$ cat config.mk
export PLATFORM = sky130hd
export DESIGN_NAME = cal_sample_averager_flat
export DESIGN_NICKNAME = d
export VERILOG_FILES = /design/src/rtl/cal_pkg.sv /design/src/rtl/cal_sample_averager_if.sv /design/src/rtl/cal_avg_channel.sv /design/src/rtl/cal_sample_averager.sv /design/src/flat_wrapper.sv
export SDC_FILE = /design/constraint.sdc
export NUM_CORES = 1
export LEC_CHECK = 0
export CAP_MARGIN = 0
export CORE_UTILIZATION = 44
export CTS_CLUSTER_SIZE = 16
export DETAILED_ROUTE_END_ITERATION = 10
export GPL_TIMING_DRIVEN = 1
export PLACE_DENSITY = 0.75
export SYNTH_ARGS = -nofsm -noshare
export SYNTH_HDL_FRONTEND = slang
export SYNTH_SLANG_ARGS = --single-unit
$ cat constraint.sdc
create_clock -name clk -period 3.24 [get_ports clk]
set_clock_uncertainty 0.05 [all_clocks]
set_input_delay 0.324 -clock clk [delete_from_list [all_inputs] [get_ports clk]]
set_output_delay 0.324 -clock clk [all_outputs]
set_load 0.05 [all_outputs]
$ cat src/rtl/cal_pkg.sv
// Shared constants and helpers for the calibration sample averager.
package cal_pkg;

    localparam int NUM_CH = 4;

    // Sum of 2^log2_n samples of w bits never exceeds w + log2_n signed bits.
    function automatic int acc_w(input int w, input int log2_n);
        return w + log2_n;
    endfunction

endpackage

$ cat src/rtl/cal_sample_averager_if.sv
// Sample/snapshot bus of the calibration averager; CAL_AVG_PEAK_EN adds ptp0..ptp3.
interface cal_sample_averager_if #(
    parameter int W = 16
);
    logic                sample_valid;
    logic signed [W-1:0] adc0;
    logic signed [W-1:0] adc1;
    logic signed [W-1:0] adc2;
    logic signed [W-1:0] adc3;
    logic                snap_req;
    logic signed [W-1:0] avg0;
    logic signed [W-1:0] avg1;
    logic signed [W-1:0] avg2;
    logic signed [W-1:0] avg3;
    logic                snap_fresh;
    logic [7:0]          blocks;
`ifdef CAL_AVG_PEAK_EN
    logic [W-1:0]        ptp0;
    logic [W-1:0]        ptp1;
    logic [W-1:0]        ptp2;
    logic [W-1:0]        ptp3;
`endif

    modport master (
        output sample_valid, adc0, adc1, adc2, adc3, snap_req,
`ifdef CAL_AVG_PEAK_EN
        input  ptp0, ptp1, ptp2, ptp3,
`endif
        input  avg0, avg1, avg2, avg3, snap_fresh, blocks
    );

    modport slave (
        input  sample_valid, adc0, adc1, adc2, adc3, snap_req,
`ifdef CAL_AVG_PEAK_EN
        output ptp0, ptp1, ptp2, ptp3,
`endif
        output avg0, avg1, avg2, avg3, snap_fresh, blocks
    );

endinterface

$ cat src/rtl/cal_avg_channel.sv
// One channel: boxcar accumulator with block-end shift; CAL_AVG_PEAK_EN adds max/min tracking.
module cal_avg_channel
    import cal_pkg::*;
#(
    parameter int W      = 16,
    parameter int LOG2_N = 4
) (
    input  logic                clk,
    input  logic                rst,
    input  logic                i_valid,
    input  logic                i_last,
`ifdef CAL_AVG_PEAK_EN
    input  logic                i_first,
    output logic [W-1:0]        o_ptp,
`endif
    input  logic signed [W-1:0] i_adc,
    output logic signed [W-1:0] o_avg
);

    localparam int ACC_W = acc_w(W, LOG2_N);

    logic signed [ACC_W-1:0] r_acc;
    logic signed [ACC_W-1:0] w_sum;

    // Arithmetic shift floors toward -inf; the result always fits in W bits.
    function automatic logic signed [W-1:0] blk_avg(input logic signed [ACC_W-1:0] s);
        return W'(s >>> LOG2_N);
    endfunction

    assign w_sum = r_acc + ACC_W'(i_adc);
    assign o_avg = blk_avg(w_sum);

    always_ff @(posedge clk) begin
        if (rst) begin
            r_acc <= '0;
        end else if (i_valid) begin
            r_acc <= i_last ? '0 : w_sum;
        end
    end

`ifdef CAL_AVG_PEAK_EN
    logic signed [W-1:0] r_max;
    logic signed [W-1:0] r_min;
    logic signed [W-1:0] w_max;
    logic signed [W-1:0] w_min;

    function automatic logic [W-1:0] sat_ptp(input logic signed [W-1:0] hi,
                                             input logic signed [W-1:0] lo);
        logic signed [W:0] d;
        d = {hi[W-1], hi} - {lo[W-1], lo};
        return d[W] ? {W{1'b1}} : d[W-1:0];
    endfunction

    assign w_max = (i_first || i_adc > r_max) ? i_adc : r_max;
    assign w_min = (i_first || i_adc < r_min) ? i_adc : r_min;
    assign o_ptp = sat_ptp(w_max, w_min);

    always_ff @(posedge clk) begin
        if (rst) begin
            r_max <= '0;
            r_min <= '0;
        end else if (i_valid) begin
            r_max <= w_max;
            r_min <= w_min;
        end
    end
`endif

endmodule

$ cat src/rtl/cal_sample_averager.sv
// Four-channel block averager with tear-free snapshot on snap_req; CAL_AVG_PEAK_EN adds peak-to-peak.
module cal_sample_averager
    import cal_pkg::*;
#(
    parameter int W      = 16,
    parameter int LOG2_N = 4
) (
    input  logic            clk,
    input  logic            rst,
    cal_sample_averager_if.slave bus
);

    localparam int N     = 1 << LOG2_N;
    localparam int CNT_W = (LOG2_N > 0) ? LOG2_N : 1;

    typedef struct packed {
        logic signed [W-1:0] avg;
`ifdef CAL_AVG_PEAK_EN
        logic [W-1:0]        ptp;
`endif
    } snap_t;

    logic [CNT_W-1:0]    r_cnt;
    logic [7:0]          r_blocks;
    logic                r_pend_fresh;
    logic                r_snap_fresh;
    snap_t               r_pend [NUM_CH];
    snap_t               r_snap [NUM_CH];
    snap_t               w_res  [NUM_CH];
    logic signed [W-1:0] w_adc  [NUM_CH];
    logic signed [W-1:0] w_avg  [NUM_CH];
    logic                w_last;
    logic                w_blk_end;

    assign w_adc[0]  = bus.adc0;
    assign w_adc[1]  = bus.adc1;
    assign w_adc[2]  = bus.adc2;
    assign w_adc[3]  = bus.adc3;
    assign w_last    = (r_cnt == CNT_W'(N - 1));
    assign w_blk_end = bus.sample_valid & w_last;

`ifdef CAL_AVG_PEAK_EN
    logic [W-1:0] w_ptp [NUM_CH];
    logic         w_first;
    assign w_first = (r_cnt == '0);
`endif

    for (genvar g = 0; g < NUM_CH; g++) begin : g_ch
        cal_avg_channel #(
            .W      (W),
            .LOG2_N (LOG2_N)
        ) u_ch (
            .clk     (clk),
            .rst     (rst),
            .i_valid (bus.sample_valid),
            .i_last  (w_last),
`ifdef CAL_AVG_PEAK_EN
            .i_first (w_first),
            .o_ptp   (w_ptp[g]),
`endif
            .i_adc   (w_adc[g]),
            .o_avg   (w_avg[g])
        );
    end

    always_comb begin
        for (int i = 0; i < NUM_CH; i++) begin
            w_res[i]     = '0;
            w_res[i].avg = w_avg[i];
`ifdef CAL_AVG_PEAK_EN
            w_res[i].ptp = w_ptp[i];
`endif
        end
    end

    always_ff @(posedge clk) begin
        if (rst) begin
            r_cnt        <= '0;
            r_blocks     <= '0;
            r_pend_fresh <= 1'b0;
            r_snap_fresh <= 1'b0;
        end else begin
            if (bus.sample_valid) begin
                r_cnt <= w_last ? '0 : r_cnt + 1'b1;
            end
            if (w_blk_end) begin
                r_blocks     <= r_blocks + 8'd1;
                r_pend_fresh <= 1'b1;
            end
            // A snapshot consumes freshness, even one completing this very cycle.
            if (bus.snap_req) begin
                r_snap_fresh <= w_blk_end | r_pend_fresh;
                r_pend_fresh <= 1'b0;
            end
        end
    end

    always_ff @(posedge clk) begin
        for (int i = 0; i < NUM_CH; i++) begin
            if (rst) begin
                r_pend[i] <= '0;
                r_snap[i] <= '0;
            end else begin
                if (w_blk_end) begin
                    r_pend[i] <= w_res[i];
                end
                if (bus.snap_req) begin
                    r_snap[i] <= w_blk_end ? w_res[i] : r_pend[i];
                end
            end
        end
    end

    assign bus.avg0       = r_snap[0].avg;
    assign bus.avg1       = r_snap[1].avg;
    assign bus.avg2       = r_snap[2].avg;
    assign bus.avg3       = r_snap[3].avg;
    assign bus.snap_fresh = r_snap_fresh;
    assign bus.blocks     = r_blocks;
`ifdef CAL_AVG_PEAK_EN
    assign bus.ptp0       = r_snap[0].ptp;
    assign bus.ptp1       = r_snap[1].ptp;
    assign bus.ptp2       = r_snap[2].ptp;
    assign bus.ptp3       = r_snap[3].ptp;
`endif

endmodule

$ cat src/flat_wrapper.sv
// flat-port wrapper written by rule: the top's interface ports become plain ports
module cal_sample_averager_flat import cal_pkg::*;
#(
    parameter int W      = 16,
    parameter int LOG2_N = 4
)
  (clk, rst, bus_sample_valid, bus_adc0, bus_adc1, bus_adc2, bus_adc3, bus_snap_req, bus_avg0, bus_avg1, bus_avg2, bus_avg3, bus_snap_fresh, bus_blocks);
  cal_sample_averager_if #(.W(W)) bus_i ();
  input  logic clk;
  input  logic rst;
  input wire logic [$bits(bus_i.sample_valid)-1:0] bus_sample_valid;
  input wire logic [$bits(bus_i.adc0)-1:0] bus_adc0;
  input wire logic [$bits(bus_i.adc1)-1:0] bus_adc1;
  input wire logic [$bits(bus_i.adc2)-1:0] bus_adc2;
  input wire logic [$bits(bus_i.adc3)-1:0] bus_adc3;
  input wire logic [$bits(bus_i.snap_req)-1:0] bus_snap_req;
  output wire logic [$bits(bus_i.avg0)-1:0] bus_avg0;
  output wire logic [$bits(bus_i.avg1)-1:0] bus_avg1;
  output wire logic [$bits(bus_i.avg2)-1:0] bus_avg2;
  output wire logic [$bits(bus_i.avg3)-1:0] bus_avg3;
  output wire logic [$bits(bus_i.snap_fresh)-1:0] bus_snap_fresh;
  output wire logic [$bits(bus_i.blocks)-1:0] bus_blocks;
  assign bus_i.sample_valid = bus_sample_valid;
  assign bus_i.adc0 = bus_adc0;
  assign bus_i.adc1 = bus_adc1;
  assign bus_i.adc2 = bus_adc2;
  assign bus_i.adc3 = bus_adc3;
  assign bus_i.snap_req = bus_snap_req;
  assign bus_avg0 = bus_i.avg0;
  assign bus_avg1 = bus_i.avg1;
  assign bus_avg2 = bus_i.avg2;
  assign bus_avg3 = bus_i.avg3;
  assign bus_snap_fresh = bus_i.snap_fresh;
  assign bus_blocks = bus_i.blocks;
  cal_sample_averager #(.W(W), .LOG2_N(LOG2_N)) u_core (.clk(clk), .rst(rst), .bus(bus_i));
endmodule
# Word-level counts from Yosys, hierarchy flattened
# Memories as Yosys holds them, arrays and structs flattened.
# Cells that the tools add are included.
[totals]
reg_bits = 94
mem_bits_rw = 128
inputBits = 68
out_inout_bits = 73
word_cells = 53
n_memories = 2
[op_classes]
addsub = 6
eq_ne = 1
muxes = 25
bitwise_logic = 10
n_reduce_logical = 1
[mem_list]
columns = ["memory", "depth", "width", "rd", "rd_clocked_by_memory_dff", "write_ports", "line_no", "rtl"]
rows = [
  ["u_core.r_pend", 4, 16, 4, 0, 4, "cal_sample_averager.sv:27", "snap_t r_pend [NUM_CH];"],
  ["u_core.r_snap", 4, 16, 4, 0, 4, "cal_sample_averager.sv:28", "snap_t r_snap [NUM_CH];"],
]
[ops]
columns = ["cell", "n"]
rows = [
  ["two-way mux 16 bit", 12],
  ["adder 20 x 16 -> 20 bit", 4],
  ["two-way mux 20 bit", 4],
  ["OR 1 bit", 9],
  ["adder 8 x 1 -> 8 bit, second input constant", 1],
  ["two-way mux 1 bit", 8],
  ["adder 4 x 1 -> 4 bit, second input constant", 1],
  ["== test 4 bit, second input constant", 1],
  ["two-way mux 4 bit", 1],
  ["OR reduction 2 bit", 1],
  ["bitwise AND 1 bit", 1],
]

# Depth between registers and ports, before layout
# Gate-level depths: netlist of run 1.
[logic_depth]
ltp_word = 6
mapped_depth = 10

# Cells and area by module
# Synthesis of run 1 repeated with hierarchy kept, for this count alone.
[unflattened]
hier_cells = 1364
hier_area_um2 = 12699.7
[by_module_without_submodules]
columns = ["module", "n_inst", "cells_each", "area_per_inst_um2"]
rows = [
  ["cal_sample_averager", 1, 484, 5783.0],
  ["cal_avg_channel (u_core.g_ch[0].u_ch ...)", 3, 215, 1697.9],
  ["cal_avg_channel (u_core.g_ch[3].u_ch)", 1, 235, 1823.0],
]

# Least setup slack after synthesis of run 1
# OpenSTA, ideal clock, no wires.
[synth_timing]
path_kind = "register to register"
startpoint = "register u_core.r_cnt[0]"
endpoint = "memory u_core.r_pend[0][0] in the netlist's numbering (enable)"
setup_time_ns = 0.434
arrival_time_ns = 2.468
required_time_ns = 2.756
setup_slack_ns = 0.287
path_stages_with_launch = 5
path_cell_list = "dfxtp_1 -> ha_1 -> nand4_1 -> clkbuf_1 -> nand2b_1"
[synth_lines]
columns = ["item", "line_no", "rtl"]
rows = [
  ["from (decl)", "cal_sample_averager.sv:23", "logic [CNT_W-1:0] r_cnt;"],
  ["from (signal assigned)", "cal_sample_averager.sv:84", "r_cnt <= w_last ? '0 : r_cnt + 1'b1;"],
  ["to (decl)", "cal_sample_averager.sv:27", ""],
]

==> flow_summary_export.csv, run 1 <==
group,metric,value,unit
run_status,outcome,"complete, no violations",
yosys,yosys.area_share.adder,0.08520,
yosys,yosys_register_bits,222,
critical_path,crit_path_end_kind,"flop",
sta,timing_worst_slew_pin_value,998.4,ps
yosys,synth_area_leader_cell,"edfxtp_1",
yosys,synth.area.top_cells,"edfxtp_1, dfxtp_1, ha_1",
global_routing,global_route.overflow_total,0,
yosys,synth.top_cell.area_share,0.3101,
route,initialDrtViolationCount,832,
yosys,combinational_family_with_the_most_area_after_synthesis,"compound AO/OA/AOI/OAI gates",
critical_path,crit_path_start_kind,"flop",
yosys,synth-xor-area-share,0.05360,
global_routing,grt_antenna_before_repair,2,
yosys,synth_simple_gate_area_frac,0.1730,
critical_path,timing.rr.end,"u_core.r_snap[2][12]",
global_routing,grt_first_pass_wirelength,52730,µm
cells_and_area,finish.instance_area,15200,µm²
cts,clk_pin_slew_worst_paths,60,ps
cts,setup_buffers_after_cts,0,
critical_path,register_to_register_setup_slack,410,ps
hold_path,min_delay_path_depth,2,
yosys,synth.cell_area,12390,µm²
route,avgViaCountPerCell,5.660,
floorplanning,row_count,61,
route,drc,0,
critical_path,worst_r2r_startpoint,"u_core.g_ch[2].u_ch.r_acc[0]",
yosys,ys.flop_type,"edfxtp_1",
hold_path,startpoint_of_the_most_critical_hold_path,"rst",
floorplanning,floorplan.die.height,169.8,µm
critical_path,critical_path_peak_fanout,3,
sta,setup_repair_after_global_routing_missed_its_margin,"no",
floorplanning,floorplan.die.width,169.8,µm
route,post_drt_wl_per_cell,17.96,µm
yosys,synthesis.area_per_instance,9.586,µm²
yosys,synth_edf_count,128,
yosys,synth_common_cells,"nand2_1, nor2_1, edfxtp_1",
sta,total_of_endpoints_with_negative_setup_slack_in_the_final_report,0,
global_routing,gr-usage-all-layers,0.2293,
floorplanning,start_util,0.4461,
placement,hpwlAfterDp,22190,µm
cts,post_cts_resized,0,
sta,timing_max_transition_violations_final,0,
yosys,synth_warnings,0,
sta,max_slew_margin,0.3344,
critical_path,timing_worst_setup_path_type,"reg2reg",
yosys,post_synth_inst_count,1293,
cts,cts.hold.buffers_added,0,
critical_path,critical_path_arrival,3030,ps
route,vias,10347,
hold_path,timing.hold.worst_endpoint,"u_core.g_ch[2].u_ch.r_acc[3]",
placement,post_placement_cell_area,14350,µm²
hold_path,min-delay-path-class,"in2reg",
yosys,synth.area.mux_share,0.004038,
cells_and_area,n_antenna_cell,0,
cells_and_area,post_route_cells_drive_above_1_share,0.07586,
sta,fmax,353.7,MHz
pwr,cellLeakagePower,6.058,nW
pwr,irDropWorstVdd,0.0003832,V
yosys,synthDistinctLibCells,70,
sta,post-route-min-period,2827,ps
yosys,async_set_reset_flop_share_out_of_synthesis,0,
route,finalWirelength,32820,µm
cells_and_area,num-nets-final,1580,
cts,ctsRootBufferMaster,"clkbuf_16",
cells_and_area,area.growth.synth_to_final,22.63,%
cts,clkSinkCount,222,
critical_path,critical_path_required,3440,ps
floorplanning,die_outline_area,28840,µm²
cts,cts_tree,"yes",
yosys,synth-compound-area-share,0.1941,
placement,io_buffer_count,140,
flow_run,maxCapViolCount,0,
placement,place.gp.congestion,0.9349,
yosys,postSynthNetCount,1443,
critical_path,timing.reg2reg.worst_path_depth,12,
sta,hold_viol,0,
route,antenna_violating_nets_post_route,0,
cts,worstSkewPairLatency,530,ps
cells_and_area,post-route-util,0.5471,
floorplanning,core_area,27780,µm²
yosys,synth_most_common_cell,"nand2_1",
pwr,powerDensity,571.7,nW/µm²
cts,number_of_h_tree_branching_levels,1,
route,drt_first_pass_iters,5,
sta,final.period_utilization,0.8725,
global_routing,maximum_number_of_pins_on_one_net_before_global_route_repair,51,
cts,cts_buffers,26,
floorplanning,floorplan.io_pins,141,
global_routing,grt_pass1_vias,10184,
cts,buffer_depth_of_the_longest_clock_path,3,
yosys,synth.yosys.seq_area_share,0.4619,
[how the worst max path moves through the flow]
stage                            startpoint              endpoint  depth (start not counted)
2_1_floorplan               u_core.r_cnt[0]   u_core.r_pend[0][0]                          4
4_1_cts        u_core.g_ch[2].u_ch.r_acc[0]  u_core.r_snap[2][12]                         12
3_3_place_gp                    bus_adc2[0]  u_core.r_snap[2][12]                         13
6_report       u_core.g_ch[2].u_ch.r_acc[0]  u_core.r_snap[2][12]                         12
5_1_grt        u_core.g_ch[2].u_ch.r_acc[0]  u_core.r_snap[2][12]                         12
3_5_place_dp                    bus_adc2[0]  u_core.r_snap[2][12]                         13
[power by group]
part	total (mW)	switching (mW)	leakage [nW]	internal [mW]
registers	3.33	0.122	2.14	3.21
clock network	2.95	1.15	0.417	1.79
logic	2.41	1.44	3.50	0.969
[cell families after synthesis]
| group | Yosys count |
|---|---|
| AOI/OAI and AO/OA | 364 |
| adders and majority gates | 82 |
| xor gates and xnor gates | 71 |
| DFF | 222 |
| and+or+nand+nor | 458 |
| buffers and inverters | 91 |
| muxes | 5 |
[worst max-delay path, stage by stage, from the launching register on]
cell	delay [ps]
dfxtp_1	340
ha_1	180
inv_1	60
fa_1	460
nor2b_4	160
o31ai_2	60
buf_4	150
a21oi_1	230
a211o_4	200
buf_4	130
a2111oi_4	70
a2111oi_4	350
a21oi_1	110
[state kept, by name (all words and copies together), names as in the netlist]
name	flops
u_core.r_pend_fresh	1
u_core.r_snap	64
u_core.bus.blocks	8
u_core.bus.snap_fresh	1
u_core.r_cnt	4
u_core.g_ch.u_ch.r_acc	80
u_core.r_pend	64
[cell usage in the layout (no fill, tap or decap), types with 19 or more instances in the layout]
cell,Yosys,routed
a21o_1,28,28
a21oi_1,98,98
a22oi_1,28,28
and2_1,26,26
buf_4,0,32
clkbuf_16,0,27
clkdlybuf4s50_1,0,139
dfxtp_1,94,94
edfxtp_1,128,128
ha_1,78,78
inv_1,24,24
nand2_1,143,143
nand3_1,61,61
nand4_1,21,21
nor2_1,130,128
nor3_1,19,19
o21ai_0,94,94
xnor2_1,38,38
xor2_1,30,30
[layout make-up]
| cell class | instances | area [µm²] |
|---|---|---|
| fill | 2493 | 12580 |
| timing repair buffer | 176 | 1717 |
| multi-input combinational | 980 | 6341 |
| clock buffer | 39 | 730.7 |
| sequential | 222 | 5725 |
| tap | 378 | 473.0 |
| inverter | 24 | 90.09 |
| clock inverter | 9 | 122.6 |
[per-layer routing]
| layer | routed length [µm] | part of all wire | global-route usage | vias to the layer above |
|---|---|---|---|---|
| met5 | 23 | 0.00070 | 0 | - |
| met4 | 866 | 0.026 | 0.07168 | 4 |
| met3 | 1983 | 0.060 | 0.03535 | 77 |
| met2 | 15850 | 0.48 | 0.3999 | 300 |
| met1 | 14100 | 0.43 | 0.2907 | 4950 |
| li1 | - | - | - | 5016 |
[stage by stage]
step	setup slack, ps	total power, mW	TNS, ps	hold slack [ps]	instances
4_1_cts	400.4	8.719	0	182.4	1828
2_1_floorplan	287.5	5.099	0	369.6	1293
5_1_grt	254.8	9.132	0	197.8	1828
3_3_place_gp	-69.44	5.707	-122.6	386.6	1780
3_5_place_dp	-80.32	5.759	-157.4	394.6	1780
6_report	413.1	8.690	0	206.3	1828
Power figures use the tool's default switching activity.
==> inputs of run 2 (changes only) <==
CORE_MARGIN = 3   (was unset)
PLACE_DENSITY = 0.7   (was 0.75)
==> run 2 against run 1 <==
  * Register-to-register slack worse by 70 ps
  * Sequential share of layout area about the same
  * First-iteration DRC count down 10%
  * Fmax down 2.4%
  * Clock power down 3%
  * Flip-flop and latch count unchanged
  * Critical path depth down 1
  * Combinational power about the same
  * Critical endpoint is now u_core.r_snap[0][14]
  * Highest routed layer unchanged
==> flow_summary_export.csv, run 2 (synthesis gave the netlist of run 1 again) <==
group,metric,value,unit
cells_and_area,register_with_the_most_flip_flops,"u_core.g_ch.u_ch.r_acc",
sta,hold_viol,0,
global_routing,grt_antenna_before_repair,1,
critical_path,critical_path.n_buffers_inverters,2,
run_status,outcome,"complete, no violations",
cells_and_area,area.growth.synth_to_final,22.47,%
cts,cts_tree,"yes",
critical_path,timing_worst_setup_path_type,"reg2reg",
pwr,sw_frac_of_total,0.3188,
floorplanning,die_outline_area,30220,µm²
placement,dp_cells,1779,
global_routing,grt_first_pass_wirelength,53180,µm
cts,number_of_h_tree_branching_levels,1,
global_routing,gr-usage-all-layers,0.2151,
cts,clkSinkCount,222,
cts,post_cts_resized,0,
pwr,p_clk_frac,0.333,
critical_path,crit_path_start_kind,"flop",
pwr,pwr-share-comb,0.281,
cells_and_area,final_cells,1824,
route,avgViaCountPerCell,5.653,
route,initialDrtViolationCount,746,
cts,clk_pin_slew_worst_paths,60,ps
pwr,irDropWorstVdd,0.0003841,V
hold_path,min_delay_path_depth,2,
route,vias,10311,
cells_and_area,final-seq-area,5725,µm²
pwr,power.internal,5.878,mW
route,drc,0,
pwr,report.power.total,8.629,mW
critical_path,crit_path_max_incr_delay,410,ps
critical_path,critical_path_arrival,3090,ps
sta,setup_slack,344.4,ps
cells_and_area,mostFrequentLayoutCells,"nand2_1, clkdlybuf4s50_1, nor2_1, edfxtp_1, a21oi_1",
critical_path,timing.rr.end,"u_core.r_snap[0][14]",
sta,post-route-min-period,2896,ps
floorplanning,floorplan.die.height,173.8,µm
critical_path,cp-startpoint,"u_core.g_ch[0].u_ch.r_acc[0]",
cells_and_area,layout_top_registers,"u_core.g_ch.u_ch.r_acc: 80 flops, u_core.r_pend: 64 flops, u_core.r_snap: 64 flops",
critical_path,critPathTopFamily,"compound AO/OA/AOI/OAI gates",
pwr,powerDensity,568.4,nW/µm²
pwr,sequentialPowerShare,0.386,
cells_and_area,most_frequent_standard_cell_in_the_layout_excluding_fill_and_tap_cells,"nand2_1",
route,antenna_violating_nets_post_route,0,
critical_path,crit_cells,11,
placement,io_buffer_count,140,
floorplanning,floorplan.io_pins,141,
cells_and_area,largest_register_ffs,80,
sta,timing_max_transition_violations_final,0,
sta,timing_worst_slew_pin_value,968.6,ps
route,finalWirelength,33380,µm
cells_and_area,num-nets-final,1584,
placement,hpwlAfterDp,23070,µm
floorplanning,core_area,27330,µm²
cts,cts.hold.buffers_added,0,
cts,worstSkewPairLatency,520,ps
cts,buffer_depth_of_the_longest_clock_path,3,
sta,final.period_utilization,0.8937,
critical_path,register_to_register_setup_slack,340,ps
critical_path,worst_r2r_startpoint,"u_core.g_ch[0].u_ch.r_acc[0]",
sta,max_slew_margin,0.3543,
placement,placement.setup.worst_slack,-106.0,ps
cts,setup_buffers_after_cts,0,
route,drt_first_pass_iters,5,
critical_path,timing.critical_path.to,"u_core.r_snap[0][14]",
critical_path,timing.critical_path.slowest_stage_cell,"fa_1",
critical_path,timing.reg2reg.worst_path_depth,11,
global_routing,global_route.overflow_total,0,
cts,cts_buffers,25,
pwr,netSwitchingPower,2.751,mW
critical_path,critical_path_required,3430,ps
sta,setup_repair_after_global_routing_missed_its_margin,"no",
sta,fmax,345.4,MHz
sta,total_of_endpoints_with_negative_setup_slack_in_the_final_report,0,
cells_and_area,n_antenna_cell,0,
global_routing,grt_pass1_vias,10059,
floorplanning,floorplan.die.width,173.8,µm
critical_path,crit_path_end_kind,"flop",
critical_path,timing.critical_path.cells,"ha_1, inv_1, fa_1, nor2b_1, o31a_2, nor4_4, o31ai_1, a2111oi_0, a311oi_1, buf_4, a21oi_1",
cells_and_area,n_fill_cell,2424,
cts,ctsRootBufferMaster,"clkbuf_16",
cells_and_area,multi_input_comb_area,6344,µm²
critical_path,critical_path_peak_fanout,4,
floorplanning,start_util,0.4536,
floorplanning,row_count,60,
pwr,cellLeakagePower,6.060,nW
cells_and_area,post_route_cells_drive_above_1_share,0.07920,
hold_path,min-delay-path-class,"in2reg",
route,post_drt_wl_per_cell,18.30,µm
placement,place.gp.congestion,0.8938,
flow_run,maxCapViolCount,0,
global_routing,maximum_number_of_pins_on_one_net_before_global_route_repair,51,
==> run 2: layout make-up <==
type,instances,share of cell area
Clock buffer,32,0.04426
Clock inverter,13,0.009314
Inverter,24,0.005935
Multi-Input combinational cell,980,0.4179
Sequential cell,222,0.3772
Tap cell,372,0.03066
Timing Repair Buffer,181,0.1147
==> run 2: how the worst min path moves through the flow <==
stage / startpoint / endpoint / slack [ps]
after detailed placement: u_core.g_ch[0].u_ch.r_acc[18] / u_core.g_ch[0].u_ch.r_acc[18] / 400
after floorplan: bus_snap_req / u_core.bus.snap_fresh / 370
after CTS: rst / u_core.r_cnt[2] / 240
after global placement: u_core.r_pend_fresh / u_core.r_pend_fresh / 380
final: rst / u_core.g_ch[2].u_ch.r_acc[4] / 250
after global routing: rst / u_core.r_cnt[2] / 250
==> run 2: power by group through the flow <==
stage                     clock network (mW)  logic, mW  registers (mW)
after floorplan                            0       1.57            3.53
after global placement                     0       2.36            3.38
after detailed placement                   0       2.39            3.39
after CTS                               2.93       2.41            3.33
after global routing                    3.04       2.67            3.35
final                                   2.87       2.43            3.33
==> run 2: per-stage QoR <==
step	hold slack (ps)	util	setup TNS (ps)	instance area, µm²
finish	247.2	0.5555	0	15180
CTS	235.4	0.5555	0	15180
global placement	384.0	0.5257	-73.74	14370
floorplan	369.6	-	0	12390
detailed placement	398.1	0.5257	-216.8	14370
global route	253.1	0.5555	0	15180
==> run 2: routing by layer <==
| layer | routed length [µm] | GRT usage | vias up |
|---|---|---|---|
| li1 | - | - | 5026 |
| met1 | 14730 | 0.2857 | 4910 |
| met2 | 15660 | 0.3622 | 307 |
| met3 | 2070 | 0.03679 | 66 |
| met4 | 909 | 0.06133 | 2 |
| met5 | 11 | 0 | - |
==> run 2: worst register-to-register path, stage by stage, from the launching register on <==
cell and delay, ps:
dfxtp_1 320, ha_1 170, inv_1 50, fa_1 410, nor2b_1 170, o31a_2 190
nor4_4 60, o31ai_1 370, a2111oi_0 190, a311oi_1 380, buf_4 190, a21oi_1 60
==> inputs of run 3 (changes only) <==
CELL_PAD_IN_SITES_DETAIL_PLACEMENT = 1   (was unset)
CELL_PAD_IN_SITES_GLOBAL_PLACEMENT = 1   (was unset)
PLACE_DENSITY = 0.85   (was 0.7)
==> run 3 against run 2 <==
  * Clock power rose by 8.4%
  * Non-clock buffer count up 7
  * Largest cell class unchanged
  * Die area did not move
  * Global-route usage rose by 3.8 points
  * Worst hold slack worse by 120 ps
  * Flip-flop and latch count is the same
  * Routed wire length up 17%
  * Total power grew 4.4%
  * Worst setup slack got worse by 24 ps
==> flow_summary_export.csv, run 3 (synthesis gave the netlist of run 1 again) <==
group,metric,value,unit
run_status,outcome,"complete, no violations",
floorplanning,floorplan.io_pins,141,
placement,hpwlAfterDp,27280,µm
cts,number_of_h_tree_branching_levels,1,
route,finalWirelength,39100,µm
cells_and_area,mostFrequentLayoutCells,"nand2_1, clkdlybuf4s50_1, nor2_1, edfxtp_1, a21oi_1",
cells_and_area,post_route_cells_drive_above_1_share,0.08482,
pwr,report.power.total,9.007,mW
critical_path,critical_path_peak_fanout,3,
cts,buffer_depth_of_the_longest_clock_path,3,
placement,post_placement_cell_area,14440,µm²
cells_and_area,final_cells,1834,
sta,hold_viol,0,
sta,fin_tns_setup,0,ps
sta,final.hold.worst_slack,122.2,ps
cts,post_cts_resized,0,
placement,dp_cells,1786,
flow_run,maxCapViolCount,0,
cells_and_area,area.growth.synth_to_final,23.76,%
sta,post-route-min-period,2920,ps
route,drc,0,
floorplanning,floorplan.die.width,173.8,µm
pwr,irDropWorstVdd,0.0003359,V
route,antenna_violating_nets_post_route,0,
global_routing,grt_antenna_before_repair,1,
placement,placement.setup.worst_slack,-54.88,ps
floorplanning,core_area,27330,µm²
route,vias,10782,
cells_and_area,finish.instance_area,15340,µm²
hold_path,min-delay-path-class,"in2reg",
cells_and_area,post-route-util,0.5614,
cts,cts.hold.buffers_added,0,
route,post_drt_wl_per_cell,21.32,µm
sta,final.period_utilization,0.9011,
cells_and_area,layout_top_registers,"u_core.g_ch.u_ch.r_acc: 80 flops, u_core.r_pend: 64 flops, u_core.r_snap: 64 flops",
cts,clk_pin_slew_worst_paths,60,ps
cts,cts_buffers,26,
global_routing,maximum_number_of_pins_on_one_net_before_global_route_repair,44,
critical_path,crit_path_start_kind,"flop",
sta,timing_worst_slew_pin_value,999.6,ps
cells_and_area,n_antenna_cell,0,
critical_path,critical_path_required,3470,ps
pwr,cellLeakagePower,6.139,nW
pwr,powerDensity,587.2,nW/µm²
cts,worstSkewPairLatency,540,ps
global_routing,global_route.overflow_total,0,
floorplanning,start_util,0.4536,
route,drt_first_pass_iters,5,
global_routing,grt_pass1_vias,11628,
global_routing,gr-usage-all-layers,0.2534,
sta,setup_slack,320.3,ps
cells_and_area,num-nets-final,1592,
route,initialDrtViolationCount,655,
cts,cts_tree,"yes",
cts,clkSinkCount,222,
sta,setup_repair_after_global_routing_missed_its_margin,"no",
placement,io_buffer_count,140,
critical_path,timing_worst_setup_path_type,"reg2reg",
cells_and_area,register_with_the_most_flip_flops,"u_core.g_ch.u_ch.r_acc",
cts,ctsRootBufferMaster,"clkbuf_16",
global_routing,grt_first_pass_wirelength,62210,µm
sta,fmax,342.5,MHz
cells_and_area,most_frequent_standard_cell_in_the_layout_excluding_fill_and_tap_cells,"nand2_1",
placement,place.gp.congestion,0.9097,
floorplanning,die_outline_area,30220,µm²
sta,total_of_endpoints_with_negative_setup_slack_in_the_final_report,0,
critical_path,critical_path_arrival,3150,ps
critical_path,crit_path_end_kind,"flop",
sta,max_slew_margin,0.3336,
cts,setup_buffers_after_cts,0,
sta,timing_max_transition_violations_final,0,
route,avgViaCountPerCell,5.879,
floorplanning,row_count,60,
floorplanning,floorplan.die.height,173.8,µm
cells_and_area,largest_register_ffs,80,
-- run 3: cell types whose count changed in the layout (fill, tap and decap cells not counted) --
cell	change
buf_4	+5
bufinv_16	+2
clkbuf_1	+1
buf_12	+2
clkinv_2	+1
clkbuf_16	+2
clkbuf_8	-2
inv_6	-1
-- run 3: power breakdown --
part	internal, mW	leakage, nW	total, mW	switching, mW
Sequential	3.21	2.14	3.34	0.132
Combinational	0.996	3.56	2.55	1.56
Clock	1.92	0.436	3.11	1.20
Total	6.12	6.14	9.01	2.89
-- run 3: path summary, 6_finish.rpt --
kind | start | slack (ps) | cells past startpoint | to
worst min-delay path | rst | 120 | 2 | u_core.g_ch[2].u_ch.r_acc[4]
worst max-delay path | u_core.g_ch[2].u_ch.r_acc[0] | 320 | 10 | u_core.r_snap[2][12]
worst min register to register | u_core.g_ch[0].u_ch.r_acc[14] | 410 | 2 | u_core.g_ch[0].u_ch.r_acc[14]
worst max register to register | u_core.g_ch[2].u_ch.r_acc[0] | 320 | 10 | u_core.r_snap[2][12]
-- run 3: critical path: stages, from the launching register on --
cell and delay, ps:
dfxtp_1 320, ha_1 200, inv_1 90, fa_1 310, nor2b_4 70, o31ai_2 310
a21oi_1 200, a211o_4 390, and4_4 210, a2111oi_4 390, a21oi_1 120
-- run 3: metal layers --
metal	GRT usage	vias up	share of wire
li1	-	5014	-
met1	0.3037	5393	0.40
met2	0.4645	288	0.52
met3	0.03811	85	0.049
met4	0.08210	2	0.031
met5	0	-	0.00046
-- run 3: final cells by class --
class | instances | area, µm²
clock buffer | 33 | 698.2
clock inverter | 15 | 197.7
fill | 3080 | 11990
inverter | 24 | 90.09
multi-input combinational | 980 | 6344
sequential | 222 | 5725
tap | 372 | 465.4
timing repair buffer | 188 | 1819
